<file path="src/rtl/vga_pkg.sv">
// vga_pkg: shared colour type, coordinate width, palette and default geometry for the rectangle generator.
package vga_pkg;

    localparam int COORD_W = 10;

    typedef struct packed {
        logic [2:0] r;
        logic [2:0] g;
        logic [1:0] b;
    } rgb332_t;

    localparam int DEF_H_ACTIVE = 640;
    localparam int DEF_V_ACTIVE = 480;
    localparam int DEF_RECT_W   = 64;
    localparam int DEF_RECT_H   = 48;
    localparam int DEF_STEP     = 2;

    // Entry 0 sits in the low byte.
    localparam logic [63:0] PALETTE = {8'h92, 8'hFF, 8'hE3, 8'h03, 8'h1F, 8'h1C, 8'hFC, 8'hE0};

    function automatic logic [7:0] pal_color(input logic [2:0] idx);
        return PALETTE[{idx, 3'b000} +: 8];
    endfunction

endpackage

</file>
<file path="src/rtl/vga_rect_gen_bounce_axis.sv">
// bounce_axis: one axis of rectangle motion; steps once per tick and reflects off 0 and EXTENT-SIZE.
module bounce_axis
    import vga_pkg::*;
#(
    parameter int EXTENT = DEF_H_ACTIVE,
    parameter int SIZE   = DEF_RECT_W,
    parameter int STEP   = DEF_STEP
) (
    input  logic               clk,
    input  logic               rst_n,
    input  logic               tick_i,
    output logic [COORD_W-1:0] pos_o,
    output logic               dir_o,
    output logic               hit_o
);

    localparam logic [COORD_W:0]   LIMIT   = (COORD_W+1)'(EXTENT - SIZE);
    localparam logic [COORD_W:0]   STEP_W  = (COORD_W+1)'(STEP);
    localparam logic [COORD_W-1:0] STEP_N  = COORD_W'(STEP);
    localparam logic [COORD_W-1:0] LIMIT_N = COORD_W'(EXTENT - SIZE);

    logic [COORD_W-1:0] pos_q, pos_d;
    logic               dir_q, dir_d;
    logic [COORD_W:0]   pos_ext;

    assign pos_ext = {1'b0, pos_q};

    always_comb begin
        pos_d = pos_q;
        dir_d = dir_q;
        hit_o = 1'b0;
        if (tick_i) begin
            if (!dir_q) begin
                if (pos_ext + STEP_W >= LIMIT) begin
                    pos_d = LIMIT_N;
                    dir_d = 1'b1;
                    hit_o = 1'b1;
                end else begin
                    pos_d = pos_q + STEP_N;
                end
            end else begin
                if (pos_ext <= STEP_W) begin
                    pos_d = '0;
                    dir_d = 1'b0;
                    hit_o = 1'b1;
                end else begin
                    pos_d = pos_q - STEP_N;
                end
            end
        end
    end

    always_ff @(posedge clk or negedge rst_n) begin
        if (!rst_n) begin
            pos_q <= '0;
            dir_q <= 1'b0;
        end else begin
            pos_q <= pos_d;
            dir_q <= dir_d;
        end
    end

    assign pos_o = pos_q;
    assign dir_o = dir_q;

endmodule

</file>
<file path="src/rtl/vga_rect_gen.sv">
// vga_rect_gen: registered 3-3-2 colour for a bouncing filled rectangle over a background.
// Define RECT_COLOR_CYCLE_EN to step the rectangle colour through a palette on every wall hit.
module vga_rect_gen
    import vga_pkg::*;
#(
    parameter int          H_ACTIVE = DEF_H_ACTIVE,
    parameter int          V_ACTIVE = DEF_V_ACTIVE,
    parameter int          RECT_W   = DEF_RECT_W,
    parameter int          RECT_H   = DEF_RECT_H,
    parameter int          STEP     = DEF_STEP,
    parameter logic [7:0]  FG_COLOR = 8'hE0,
    parameter logic [7:0]  BG_COLOR = 8'h03
) (
    input  logic               sys_clk,
    input  logic               rst_n,
    input  logic [COORD_W-1:0] pixel_x,
    input  logic [COORD_W-1:0] pixel_y,
    input  logic               video_on,
    input  logic               frame_tick,
    input  logic               pause,
    output logic [2:0]         rgb_r,
    output logic [2:0]         rgb_g,
    output logic [1:0]         rgb_b,
    output logic               de_out,
    output logic [COORD_W-1:0] rect_x,
    output logic [COORD_W-1:0] rect_y,
    output logic [7:0]         bounce_cnt
);

    logic       tick, hit_x, hit_y, hit, dir_x, dir_y, unused_dir;
    logic       in_rect, de_q;
    logic [7:0] fg, cnt_q, cnt_d;
    rgb332_t    color_q, color_d;

    assign tick       = frame_tick & ~pause;
    assign hit        = hit_x | hit_y;
    assign unused_dir = dir_x ^ dir_y;

    bounce_axis #(.EXTENT(H_ACTIVE), .SIZE(RECT_W), .STEP(STEP)) u_axis_x (
        .clk(sys_clk), .rst_n(rst_n), .tick_i(tick), .pos_o(rect_x), .dir_o(dir_x), .hit_o(hit_x)
    );

    bounce_axis #(.EXTENT(V_ACTIVE), .SIZE(RECT_H), .STEP(STEP)) u_axis_y (
        .clk(sys_clk), .rst_n(rst_n), .tick_i(tick), .pos_o(rect_y), .dir_o(dir_y), .hit_o(hit_y)
    );

    // 11-bit compares so rect+size never wraps past 1023.
    assign in_rect = ({1'b0, pixel_x} >= {1'b0, rect_x}) &&
                     ({1'b0, pixel_x} <  {1'b0, rect_x} + (COORD_W+1)'(RECT_W)) &&
                     ({1'b0, pixel_y} >= {1'b0, rect_y}) &&
                     ({1'b0, pixel_y} <  {1'b0, rect_y} + (COORD_W+1)'(RECT_H));

`ifdef RECT_COLOR_CYCLE_EN
    logic [2:0] pal_q;

    always_ff @(posedge sys_clk or negedge rst_n) begin
        if (!rst_n) pal_q <= '0;
        else if (hit) pal_q <= pal_q + 3'd1;
    end

    assign fg = pal_color(pal_q);
`else
    assign fg = FG_COLOR;
`endif

    assign color_d = !video_on ? rgb332_t'(8'h00) : in_rect ? rgb332_t'(fg) : rgb332_t'(BG_COLOR);
    assign cnt_d   = (hit && cnt_q != 8'hFF) ? cnt_q + 8'd1 : cnt_q;

    always_ff @(posedge sys_clk or negedge rst_n) begin
        if (!rst_n) begin
            color_q <= '0;
            de_q    <= 1'b0;
            cnt_q   <= '0;
        end else begin
            color_q <= color_d;
            de_q    <= video_on;
            cnt_q   <= cnt_d;
        end
    end

    assign rgb_r      = color_q.r;
    assign rgb_g      = color_q.g;
    assign rgb_b      = color_q.b;
    assign de_out     = de_q;
    assign bounce_cnt = cnt_q;

endmodule

</file>
<file path="config.mk">
export PLATFORM = sky130hd
export DESIGN_NAME = vga_rect_gen
export DESIGN_NICKNAME = d
export VERILOG_FILES = /design/src/rtl/vga_pkg.sv /design/src/rtl/vga_rect_gen_bounce_axis.sv /design/src/rtl/vga_rect_gen.sv
export SDC_FILE = /design/constraint.sdc
export NUM_CORES = 1
export LEC_CHECK = 0
export CORE_UTILIZATION = 38
export CTS_CLUSTER_SIZE = 16
export DETAILED_ROUTE_END_ITERATION = 10
export PLACE_DENSITY = 0.71
export SLEW_MARGIN = 25
export SYNTH_ARGS = -nofsm -noshare
export SYNTH_HDL_FRONTEND = slang
export SYNTH_SLANG_ARGS = --single-unit
</file>
<file path="constraint.sdc">
create_clock -name sys_clk -period 3.5 [get_ports sys_clk]
set_clock_uncertainty 0.05 [all_clocks]
set_input_delay 0.7 -clock sys_clk [delete_from_list [all_inputs] [get_ports sys_clk]]
set_output_delay 0.7 -clock sys_clk [all_outputs]
set_load 0.05 [all_outputs]
</file>
Yosys cells after proc, flatten, opt, wreduce, memory -nomap -nowiden
Cells that the tools add are included.
{"block": "classes", "addsub": 9, "order_cmp": 8, "eq_ne": 1, "mux": 20, "bitwise": 3, "n_reduce_logical": 4}
{"op": "$mux W10", "n": 6}
{"op": "$add A10 B2 Y11 const B", "n": 2}
{"op": "$lt A10 B11 Y1", "n": 2}
{"op": "$add A10 B2 Y10 const B", "n": 2}
{"op": "$ge A10 B10 Y1", "n": 2}
{"op": "$le A10 B2 Y1 const B", "n": 2}
{"op": "$sub A10 B2 Y10 const B", "n": 2}
{"op": "$mux W8", "n": 2}
{"op": "$mux W1", "n": 12}
{"op": "$add A10 B6 Y11 const B", "n": 1}
{"op": "$add A10 B7 Y11 const B", "n": 1}
{"op": "$ge A11 B10 Y1 const B", "n": 1}
{"op": "$ge A11 B9 Y1 const B", "n": 1}
{"op": "$add A8 B1 Y8 const B", "n": 1}
{"op": "$ne A8 B8 Y1 const B", "n": 1}
{"op": "$logic_and A1 B1 Y1", "n": 4}
{"op": "$and A1 B1 Y1", "n": 1}
{"op": "$not A1 Y1", "n": 1}
{"op": "$or A1 B1 Y1", "n": 1}
{"block": "totals", "register_bits": 39, "out_inout_bits": 37}

Logic depth before layout (Yosys ltp)
{"block": "logic_depth", "word_depth": 7, "depth_mapped": 11, "depth_no_buf": 10}

Cells and area by module
Synthesis repeated with hierarchy kept, for this count alone.
{"block": "unflattened", "cells_unflattened": 399, "hier_area_um2": 3309.4}
{"mod": "vga_rect_gen", "n_inst": 1, "cells_per_inst": 159, "area_each_um2": 1372.6}
{"mod": "bounce_axis (u_axis_y)", "n_inst": 1, "cells_per_inst": 127, "area_each_um2": 974.7}
{"mod": "bounce_axis (u_axis_x)", "n_inst": 1, "cells_per_inst": 113, "area_each_um2": 962.2}

Worst setup path before layout
Ideal clock, no wire load.
{"block": "synth_timing", "path_kind": "reg2reg", "from": "register u_axis_y.pos_q[1], in the netlist u_axis_y.pos_o[1]", "to": "register cnt_q[1], in the netlist bounce_cnt[1]", "setup_time_ns": 0.125, "arrival_time_ns": 2.757, "required_time_ns": 3.325, "slack_ns": 0.568, "stages_incl_launch_ff": 11, "n_path_buf": 2, "synth_period_minus_slack_ns": 2.932, "path_cell_list": "dfrtp_1 > ha_1 > and4_1 > buf_2 > a31oi_1 > o2111a_1 > a22oi_2 > a221o_1 > buf_6 > and3_4 > mux2_4"}
{"block": "synth_via", "elab_chain_len": 7, "word_cells_on_any_way": 9, "cone_classes": "add/sub: 1; order compare: 2; mux: 4; bitwise: 1; reduce/logical: 1"}
{"item": "start, declared", "line": "vga_rect_gen_bounce_axis.sv:22", "rtl": "logic [COORD_W-1:0] pos_q, pos_d;"}
{"item": "start signal, assigned", "line": "vga_rect_gen_bounce_axis.sv:58", "rtl": "pos_q <= pos_d;"}
{"item": "$add A10 B2 Y11", "line": "vga_rect_gen_bounce_axis.sv:34", "rtl": "if (pos_ext + STEP_W >= LIMIT) begin"}
{"item": "$ge A11 B9 Y1", "line": "vga_rect_gen_bounce_axis.sv:34"}
{"item": "$mux W1", "line": "vga_rect_gen_bounce_axis.sv:34"}
{"item": "$mux W1 *", "line": "vga_rect_gen_bounce_axis.sv:33", "rtl": "if (!dir_q) begin"}
{"item": "$mux W1 *", "line": "vga_rect_gen_bounce_axis.sv:32", "rtl": "if (tick_i) begin"}
{"item": "$or A1 B1 Y1 *", "line": "vga_rect_gen.sv:36", "rtl": "assign hit = hit_x | hit_y;"}
{"item": "$logic_and A1 B1 Y1 *", "line": "vga_rect_gen.sv:67", "rtl": "assign cnt_d = (hit && cnt_q != 8'hFF) ? cnt_q + 8'd1 : cnt_q;"}
{"item": "end signal, assigned", "line": "vga_rect_gen.sv:77", "rtl": "cnt_q <= cnt_d;"}
{"item": "end, declared", "line": "vga_rect_gen.sv:32", "rtl": "logic [7:0] fg, cnt_q, cnt_d;"}
Every way passes the cells marked *; elsewhere a longest branch is shown, timed or not.
A chain may end at the register's enable or synchronous reset.

Final worst setup path
Same ends and word-level chain as after synthesis.

==> results.cfg <==
[outcome]
status = finished, violations left
violations = design-rule violations

[hold_path]
whs_path_depth = 1
hold_path.class = flip-flop to flip-flop
holdPathEnd = bounce_cnt[0]
min_from = bounce_cnt[0]

[worst_setup_path]
critPathTopFamily = compound AO/OA/AOI/OAI gates
end_kind = flip-flop
worst_ep_arrival_time_ns = 3.25
reg2reg_to = bounce_cnt[1]
start_kind = flip-flop
critPathKind = flip-flop to flip-flop
ff2ff_path_depth = 8
cp_max_fo = 9
r2r_start = u_axis_y.pos_o[1]
crit_path_top_delay_cell = dfrtp_1
crit_buf_inv = 0
rrSetupSlack_ns = 0.36
cpPeakStageDelay_ns = 0.53
critPathRequiredTime_ns = 3.60
crit_chain = ha_1 -> and4_1 -> o2111ai_1 -> o2111a_1 -> a22oi_2 -> a221o_1 -> and3_4 -> mux2_4

[floorplanning]
coreArea_um2 = 8180
die_h_um = 93.5
die_w_um = 93.5
initial_core_util = 0.389
die_area_um2 = 8740
rows = 33
io_pins = 62

[timing]
whs_ns = 0.467
slew-limit-headroom = 0.583
layout_min_cycle_time_ns = 3.14
worst_slew_pin_slew_ns = 0.623
rsz0062_at_grt = no
max_freq_mhz = 318
period_share = 0.897
hold_violations = 0
setup_viol = 0
slew_violations = 0
tns_ns = 0

[cells_and_area]
drive_gt1_frac = 0.0667
area_growth_pct = 20.7
diodes = 0
fill_cells = 815
finalInstanceArea_um2 = 3840
layout.nets = 485

[yosys]
synth_edf_count = 0
synthesis.area_um2 = 3180
synth_top_area_frac = 0.244
synth_area_leaders = dfrtp_1 (24%), ha_1 (16%), a21oi_1 (4.4%)
synth_top_flop_cell = dfrtp_1
ys_warn_count = 0
ys_seq_area_frac = 0.244
synth_async_sr_flop_share = 1.00
synth_area_leader_cell = dfrtp_1
synth_seq_cells = 31
avgSynthCellArea_um2 = 8.37
syn_inst = 380
synth_cell_types = 66

[placed_design]
dp_hpwl_mm = 5.77
portBuffers = 54
gp_congestion = 0.911
dpl_cell_area_um2 = 3720

[power_and_ir_drop]
ir_drop_uv = 496
power_mw = 3.28
p_per_area_nw_per_um2 = 854
p_leak_nw = 1.55

[grt]
track_usage = 0.183
grt.overflow.total = 0
grt_pass1_vias = 2781
grt_pass1_wl_mm = 13.0
grt_max_degree = 32
antenna_found_initial = 0

[route]
wl_per_cell_um = 15.0
viasPerCell = 5.70
remaining_drc_errors = 2
vias = 2994
route.antenna.remaining_nets = 0
drt_pass1_iterations = 8
drt-initial-drc-count = 167
routed_wl_mm = 7.86

[clock_tree]
cts_tree = done
post_cts_buffers = 0
ctsLongestPathBuffers = 2
root_buffer = clkbuf_8
path_clk_slew_ns = 0.07
cts_made_buffers = 5
clock-sinks = 31
post_cts_resized = 0
htreeDepth = 2
hold_buffers = 0
clock_latency_ns = 0.28

[run]
maxCapViolCount = 0
==> report_power, final <==
part / switching, mW / total [mW] / internal, mW
Combinational: 1.28 / 2.08 / 0.801
Sequential: 0.348 / 0.828 / 0.480
Clock: 0.137 / 0.367 / 0.230
==> registers in the layout, summed over array words and instances, names as in the netlist <==
signal and flops:
u_axis_x.dir_o 1, u_axis_y.pos_o 9, rgb_b 1, rgb_r 1
u_axis_x.pos_o 9, de_out 1, u_axis_y.dir_o 1, bounce_cnt 8
==> worst reg2reg max path: cells and delay by family, from the launching register on <==
kind / cells / cell delay [ns]
compound gates: 4 / 1.17
fa+ha+maj: 1 / 0.35
flops: 1 / 0.53
mux: 1 / 0.30
simple gates: 2 / 0.62
==> cell families after synthesis <==
kind of cell / Yosys count / share of synthesized area
simple gates: 113 / 0.198
flops: 31 / 0.244
buf+inv: 58 / 0.0901
compound gates: 122 / 0.264
fa+ha+maj: 41 / 0.161
mux: 3 / 0.0114
xor+xnor: 11 / 0.0303
other cells: 1 / 0.00118
==> stage by stage <==
stage | setup WS [ns] | instances | utilization
5_1_grt | 0.210 | 525 | 0.469
2_1_floorplan | 0.568 | 384 | -
4_1_cts | 0.417 | 525 | 0.469
6_report | 0.359 | 525 | 0.469
3_5_place_dp | 0.464 | 517 | 0.455
3_3_place_gp | 0.518 | 517 | 0.455
==> layer usage <==
| layer | up-vias | GRT usage | share of wire |
|---|---|---|---|
| met5 | - | 0 | 0 |
| met4 | 0 | 0.0359 | 0.0080 |
| met3 | 10 | 0.0293 | 0.049 |
| met2 | 85 | 0.314 | 0.49 |
| met1 | 1419 | 0.241 | 0.46 |
| li1 | 1480 | - | - |
==> synth_stat cells (6+ instances only) <==
cell / count
nor2_1: 25
nor3_1: 10
nand4_1: 6
ha_1: 41
o21a_1: 7
a21oi_1: 28
nand2_1: 18
o21ai_0: 25
dfrtp_1: 31
buf_4: 9
a31oi_1: 8
inv_1: 27
nand3_1: 19
clkbuf_1: 9
xnor2_1: 9
buf_2: 9
==> cells in the final DEF (no fill, tap or decap), types with 3 or more instances in the layout <==
master           count
nand2_1             18
ha_1                41
a41oi_1              3
o21a_1               7
a21oi_1             28
and3_1               5
nor2_1              25
o211ai_1             4
nand3_1             19
xnor2_1              9
nor4_1               5
inv_1               27
o2bb2ai_1            3
nor3_1              10
o31ai_1              5
a211o_1              4
buf_4                5
a32oi_1              3
and3_4               4
conb_1               5
clkbuf_8             6
nand4_1              6
a31oi_1              8
a22o_1               3
dfrtp_1             31
nand2b_1             4
o21ai_0             25
clkdlybuf4s50_1     54
o221ai_1             3
o22ai_1              3
and4_1               3
and2_1               3
==> cell type report <==
class	count	area, um2	share of cell area
multi-input combinational	295	2130	0.556
timing repair buffer	59	578	0.151
clock buffer	6	82.6	0.0215
tap	105	131	0.0342
inverter	27	101	0.0264
sequential	31	776	0.202
clock inverter	2	35.0	0.00913
==> how the worst max path moves through the flow <==
| stage | from | endpoint | slack [ns] | cells after the start |
|---|---|---|---|---|
| CTS | u_axis_y.pos_o[1] | bounce_cnt[1] | 0.42 | 8 |
| global placement | u_axis_y.pos_o[4] | bounce_cnt[1] | 0.52 | 8 |
| detailed placement | u_axis_y.pos_o[1] | bounce_cnt[1] | 0.46 | 8 |
| global route | u_axis_y.pos_o[1] | bounce_cnt[1] | 0.21 | 8 |
| finish | u_axis_y.pos_o[1] | bounce_cnt[1] | 0.36 | 8 |
| floorplan | u_axis_y.pos_o[1] | bounce_cnt[1] | 0.57 | 10 |
Note: power is estimated with default switching activity, not from simulation.
